==> src/rtl/pipe_param_ex.sv <==
// pipe_param_ex: EX stage of a 5-stage integer pipeline.
// Holds the ID/EX pipeline register, selects the ALU operands (register,
// immediate, MEM forward or WB forward) and computes a one-cycle ALU result.
// Optional macro PIPE_EX_MUL_EN adds an iterative radix-2 shift-add multiplier.
// The multiplier stalls ID for WIDTH+1 cycles and presents the low WIDTH bits
// of the unsigned product in its DONE cycle.
// Reset is synchronous and active-low (clrn). Priority is clrn > flush > stall.
module pipe_param_ex #(
  parameter int WIDTH = 32,
  parameter int AW    = 5
) (
  input  logic             clk,
  input  logic             clrn,
  input  logic             id_valid,
  input  logic             id_wreg,
  input  logic             id_m2reg,
  input  logic             id_wmem,
  input  logic             id_mul,
  input  logic [3:0]       id_aluc,
  input  logic [1:0]       id_sel_a,
  input  logic [1:0]       id_sel_b,
  input  logic [AW-1:0]    id_wn,
  input  logic [WIDTH-1:0] id_qa,
  input  logic [WIDTH-1:0] id_qb,
  input  logic [WIDTH-1:0] id_imm,
  input  logic [WIDTH-1:0] mem_fwd,
  input  logic [WIDTH-1:0] wb_fwd,
  input  logic             flush,
  input  logic             mem_stall,
  output logic             ex_stall,
  output logic             ex_valid,
  output logic             ex_wreg,
  output logic             ex_m2reg,
  output logic             ex_wmem,
  output logic [AW-1:0]    ex_wn,
  output logic [WIDTH-1:0] ex_result,
  output logic [WIDTH-1:0] ex_qb
);

  localparam int SHW = $clog2(WIDTH);

  // ID/EX pipeline register
  logic             r_valid, r_wreg, r_m2reg, r_wmem;
  logic [3:0]       r_aluc;
  logic [1:0]       r_sel_a, r_sel_b;
  logic [AW-1:0]    r_wn;
  logic [WIDTH-1:0] r_qa, r_qb, r_imm;

  logic [WIDTH-1:0] w_a, w_b, w_alu;
  logic             w_mul_stall;

  assign ex_stall = mem_stall | w_mul_stall;

  // ID/EX register: reset and flush load a bubble, any stall holds it.
  always_ff @(posedge clk) begin
    // NOTE: sequential state uses non-blocking (<=) so every register samples
    // pre-edge values and the update order inside the block does not matter.
    if (!clrn || flush) begin
      r_valid <= 1'b0;
      r_wreg  <= 1'b0;
      r_m2reg <= 1'b0;
      r_wmem  <= 1'b0;
      r_aluc  <= '0;
      r_sel_a <= '0;
      r_sel_b <= '0;
      r_wn    <= '0;
      r_qa    <= '0;
      r_qb    <= '0;
      r_imm   <= '0;
    end else if (!ex_stall) begin
      r_valid <= id_valid;
      r_wreg  <= id_wreg;
      r_m2reg <= id_m2reg;
      r_wmem  <= id_wmem;
      r_aluc  <= id_aluc;
      r_sel_a <= id_sel_a;
      r_sel_b <= id_sel_b;
      r_wn    <= id_wn;
      r_qa    <= id_qa;
      r_qb    <= id_qb;
      r_imm   <= id_imm;
    end
  end

  // Operand muxes: 0 register, 1 latched immediate, 2 MEM forward, 3 WB forward.
  always_comb begin
    // NOTE: every output of a combinational block gets a default first, so no
    // path leaves it unassigned and no latch is inferred.
    w_a = r_qa;
    w_b = r_qb;
    case (r_sel_a)
      2'd0:    w_a = r_qa;
      2'd1:    w_a = r_imm;
      2'd2:    w_a = mem_fwd;
      default: w_a = wb_fwd;
    endcase
    case (r_sel_b)
      2'd0:    w_b = r_qb;
      2'd1:    w_b = r_imm;
      2'd2:    w_b = mem_fwd;
      default: w_b = wb_fwd;
    endcase
  end

  // ALU: aluc[2:0] picks the operation, aluc[3] only separates sra from srl.
  always_comb begin
    w_alu = w_a + w_b;
    case (r_aluc[2:0])
      3'b000:  w_alu = w_a + w_b;
      3'b100:  w_alu = w_a - w_b;
      3'b001:  w_alu = w_a & w_b;
      3'b101:  w_alu = w_a | w_b;
      3'b010:  w_alu = w_a ^ w_b;
      3'b110:  w_alu = w_b << 16;
      3'b011:  w_alu = w_b << w_a[SHW-1:0];
      default: w_alu = r_aluc[3] ? $unsigned($signed(w_b) >>> w_a[SHW-1:0])
                                 : (w_b >> w_a[SHW-1:0]);
    endcase
  end

`ifdef PIPE_EX_MUL_EN
  localparam int CW = SHW + 1;
  localparam logic [CW-1:0] CNT_LAST = CW'(WIDTH - 1);

  typedef enum logic [1:0] {S_IDLE, S_BUSY, S_DONE} mul_state_t;

  mul_state_t       r_state, w_next;
  logic             r_mul;
  logic [WIDTH-1:0] r_ma, r_mb, r_prod;
  logic [CW-1:0]    r_cnt;

  // Multiply select travels with the rest of the ID/EX register.
  always_ff @(posedge clk) begin
    if (!clrn || flush) r_mul <= 1'b0;
    else if (!ex_stall) r_mul <= id_mul;
  end

  // Multiplier state register; flush aborts, mem_stall freezes.
  always_ff @(posedge clk) begin
    if (!clrn || flush)  r_state <= S_IDLE;
    else if (!mem_stall) r_state <= w_next;
  end

  // Next state: start on a latched multiply, WIDTH BUSY steps, one DONE cycle.
  always_comb begin
    w_next = r_state;
    case (r_state)
      S_IDLE:  if (r_valid && r_mul) w_next = S_BUSY;
      S_BUSY:  if (r_cnt == CNT_LAST) w_next = S_DONE;
      default: w_next = S_IDLE;
    endcase
  end

  // Shift-add datapath: operands are captured once, so forwards may change later.
  always_ff @(posedge clk) begin
    if (!clrn) begin
      r_ma   <= '0;
      r_mb   <= '0;
      r_prod <= '0;
      r_cnt  <= '0;
    end else if (!flush && !mem_stall) begin
      if (r_state == S_IDLE && w_next == S_BUSY) begin
        r_ma   <= w_a;
        r_mb   <= w_b;
        r_prod <= '0;
        r_cnt  <= '0;
      end else if (r_state == S_BUSY) begin
        if (r_mb[0]) r_prod <= r_prod + r_ma;
        r_ma  <= r_ma << 1;
        r_mb  <= r_mb >> 1;
        r_cnt <= r_cnt + CW'(1);
      end
    end
  end

  assign w_mul_stall = (r_state == S_IDLE && r_valid && r_mul) || (r_state == S_BUSY);
  assign ex_result   = (r_state == S_DONE) ? r_prod : w_alu;
`else
  logic w_unused_mul;

  // Without the multiplier id_mul has no effect and only mem_stall stalls.
  assign w_unused_mul = id_mul;
  assign w_mul_stall  = 1'b0;
  assign ex_result    = w_alu;
`endif

  assign ex_valid = r_valid & ~w_mul_stall;
  assign ex_wreg  = ex_valid & r_wreg;
  assign ex_m2reg = ex_valid & r_m2reg;
  assign ex_wmem  = ex_valid & r_wmem;
  assign ex_wn    = r_wn;
  assign ex_qb    = r_qb;

endmodule

==> config.mk <==
export PLATFORM = sky130hd
export DESIGN_NAME = pipe_param_ex
export DESIGN_NICKNAME = d
export VERILOG_FILES = /design/src/rtl/pipe_param_ex.sv
export SDC_FILE = /design/constraint.sdc
export NUM_CORES = 1
export LEC_CHECK = 0
export ABC_AREA = 0
export ABC_CLOCK_PERIOD_IN_PS = 19700
export CAP_MARGIN = 10
export CORE_MARGIN = 8
export CORE_UTILIZATION = 55
export CTS_CLUSTER_SIZE = 14
export DETAILED_ROUTE_END_ITERATION = 10
export HOLD_SLACK_MARGIN = 0.08
export PLACE_DENSITY_LB_ADDON = 0.08
export SETUP_SLACK_MARGIN = 0.3
export SLEW_MARGIN = 15
export SYNTH_ARGS = -nofsm -noshare
export SYNTH_HDL_FRONTEND = slang
export SYNTH_SLANG_ARGS = --single-unit
==> constraint.sdc <==
create_clock -name clk -period 19.7 [get_ports clk]
set_input_delay 4.925 -clock clk [delete_from_list [all_inputs] [get_ports clk]]
set_output_delay 4.925 -clock clk [all_outputs]
set_load 0.01 [all_outputs]
==> reports/metrics.csv <==
metric,value,unit
Congestion Overflow GR,0,
setup bufs post-CTS,0,
IO Port Bufs,254,
sequential area share after synthesis,17.0,%
CTS tree,done,
CP peak stage delay,620,ps
Total GRT Usage,36.7,%
RR Startpoint,r_sel_b[0],
1st-iter DRT viols,1901,
Max Cap Viol,0,
Yosys cell types,73,
Fin Hold WS,490,ps
Fin. Hold Viols,0,
clk slew on worst S/H paths,60,ps
final setup fails,0,
CP max stage cell,mux4_2,
nets,2125,
First-pass DRT Iterations,10,
Max clock buf depth,2,
layout cells sized above 1,8.72,%
Worst-Skew Late Latency,430,ps
crit-path cells,"clkdlybuf4s50_1, mux4_2, inv_1, ha_1, and3_1, nand3_1, nor3_1, nor2_1, xnor2_1, ha_1, nand4_1, or3_1, o22ai_1, nor2_1, nand2_1, a31oi_1, xnor2_1, a211oi_1, a21oi_1, clkdlybuf4s50_1",
Synth-to-Final Area Change,23.4,%
Synth area leader,dfxtp_1,
synthesized area per cell,7.90,um2
"Hold-fix buffers, CTS",0,
FMAX,62.4,MHz
routed wire length,54900,um
I/O pin count,256,
VDD IR max,99.5,uV
"Arr. time, crit path",11090,ps
fin cells,2182,
H-tree depth,4,
unrepaired setup endpoints after global routing,false,
worst hold path class,flop to flop,
path depth of the worst reg2reg path,3,
die height,172,um
largest net degree at the start of global routing,83,
leakage power,6.69,nW
hold depth,2,
Pwr Density,60.7,mW/mm2
routed wl met3,6150,um
Post-Syn Nets,1966,
Fin Setup TNS,0,ps
Post-synth EDFFs,0,
Die Width,172,um
YS warnings,0,
post-DP HPWL,42100,um
clock sinks,113,
met2 WL,25000,um
Least-Margin Pin Slew,1130,ps
die area,0.0294,mm2
Max Clock Skew,0,ps
critical path startpoint category,primary input,
Root Buffer,clkbuf_16,
Async SR Flop Fraction,0,%
Worst Setup Path Type,primary input to output pin,
Cells after Synth,1686,
Final Cycle Share,81.3,%
Core Area,0.0240,mm2
vias,14200,
Synth Cell Area,0.0133,mm2
synth top area cells,"dfxtp_1 (17%), mux2i_1 (14%), mux4_2 (10%)",
# resized after CTS,0,
CP max FO,8,
vias in the first global route,14100,
wl on met1,21300,um
flop2flop setup slack,18170,ps
minimum clock period,16020,ps
Vias/cell,6.53,
Initial Util,55.4,%
wire length per cell,25.1,um
Synth top area share,17.0,%
crit end category,output pin,
Max Used Layer,met5,
Pins Over Slew Limit,0,
status,finished clean,
initial antenna violation count,1,
antenna cell count,0,
capturing point of the worst reg2reg path,r_sel_b[0],
# DRC,0,
Routed Antenna Nets,0,
first-pass GRT wire length,82600,um
Slew HR,24.0,%
WP data required,14780,ps
Hold Startpoint,r_m2reg,
DP Cell Count,2150,
routability cong.,1.03,
ys flop type,dfxtp_1,
TritonCTS buffer count,17,
Rows,57,
#FFs+latches synth,113,
Hold Path Sink,r_m2reg,
==> critical path: cells and delay by family <==
kind                     cells  cell delay (ps)
AND/OR/NAND/NOR              8             2190
AO/OA/AOI/OAI                4             1230
buffers and inverters        3             1110
adder cells (fa/ha/maj)      2              670
multiplexers                 1              620
XOR/XNOR                     2              330
==> layout make-up <==
type	count	area [um2]
tap	324	405
fill	2039	7610
sequential	113	2260
clock buffer	17	425
inverter	74	278
timing repair buffer	277	2720
multi-input combinational	1362	10200
clock inverter	15	126
==> stage by stage <==
step	setup WS (ps)	instance area (um2)	util, %	power (mW)
floorplan	5870	13300	-	0.513
global placement	3860	15900	66.1	0.687
detailed placement	3820	15900	66.1	0.692
CTS	3820	16400	68.3	0.989
global route	3470	16400	68.3	1.04
finish	3680	16400	68.3	0.998
==> routing by layer <==
metal	vias up	global-route usage (%)
li1	6456	-
met1	6738	45.8
met2	890	58.7
met3	153	9.52
met4	2	16.6
met5	-	0
==> cells in the mapped netlist, drive strengths merged (6+ instances only) <==
master and instances:
nor2 238, mux2i 188, nand2 153, o21ai 118, dfxtp 113, a21oi 111
ha 97, clkbuf 79, inv 73, mux4 62, buf 58, xnor2 46
a21o 30, a211oi 23, nand3 23, nor3 23, a31oi 22, o211ai 19
a222oi 18, nand2b 16, mux2 14, a221oi 13, and2 12, nor2b 12
o21a 12, o22ai 11, xor2 11, a22oi 9, and3 8, o31ai 8
o221ai 6
==> kinds of logic (layout without fill, tap and decap cells) <==
logic type,count (synthesis),in the layout,share of synthesized area [%]
flops,113,113,17.0
mux,264,264,25.8
simple gates,505,505,16.6
xor+xnor,57,57,3.81
compound gates,438,438,21.1
fa+ha+maj,98,98,9.27
buf+inv,211,383,6.50
==> layout by cell type (no fill, tap or decap), drive strengths merged, types with 4 or more instances in the layout <==
master           n
a211oi          23
a21boi           5
a21o            30
a21oi          111
a221oi          13
a222oi          18
a22oi            9
a31oi           22
and2            12
and3             8
buf             24
clkbuf          17
clkdlybuf4s50  253
clkinv           7
dfxtp          113
ha              97
inv             80
mux2            14
mux2i          188
mux4            62
nand2          153
nand2b          16
nand3           23
nand4            5
nor2           238
nor2b           12
nor3            23
nor4             5
o211ai          19
o21a            12
o21ai          118
o221ai           6
o22ai           11
o311ai           4
o31ai            8
or2              4
or3              4
xnor2           46
xor2            11
==> power by group <==
group | total [mW] | internal [mW] | switching, mW | leakage (nW)
Clock | 0.296 | 0.165 | 0.131 | 0.269
Combinational | 0.459 | 0.201 | 0.257 | 5.50
Sequential | 0.243 | 0.236 | 0.00701 | 0.922
Total | 0.998 | 0.602 | 0.396 | 6.69
==> flip-flops by register name, indices dropped and copies added, names as in the netlist <==
| name | flops |
|---|---|
| ex_qb | 32 |
| ex_valid | 1 |
| ex_wn | 5 |
| r_aluc | 4 |
| r_imm | 32 |
| r_m2reg | 1 |
| r_qa | 32 |
| r_sel_a | 2 |
| r_sel_b | 2 |
| r_wmem | 1 |
| r_wreg | 1 |
==> worst max-delay path by stage <==
| stage | slack, ps | endpoint | startpoint |
|---|---|---|---|
| 2_1_floorplan | 5870 | ex_result[27] | wb_fwd[0] |
| 3_3_place_gp | 3860 | ex_result[25] | wb_fwd[0] |
| 3_5_place_dp | 3820 | ex_result[25] | wb_fwd[0] |
| 4_1_cts | 3820 | ex_result[25] | wb_fwd[0] |
| 5_1_grt | 3470 | ex_result[25] | wb_fwd[0] |
| 6_report | 3680 | ex_result[25] | wb_fwd[0] |
(Power assumes the default switching activity.)
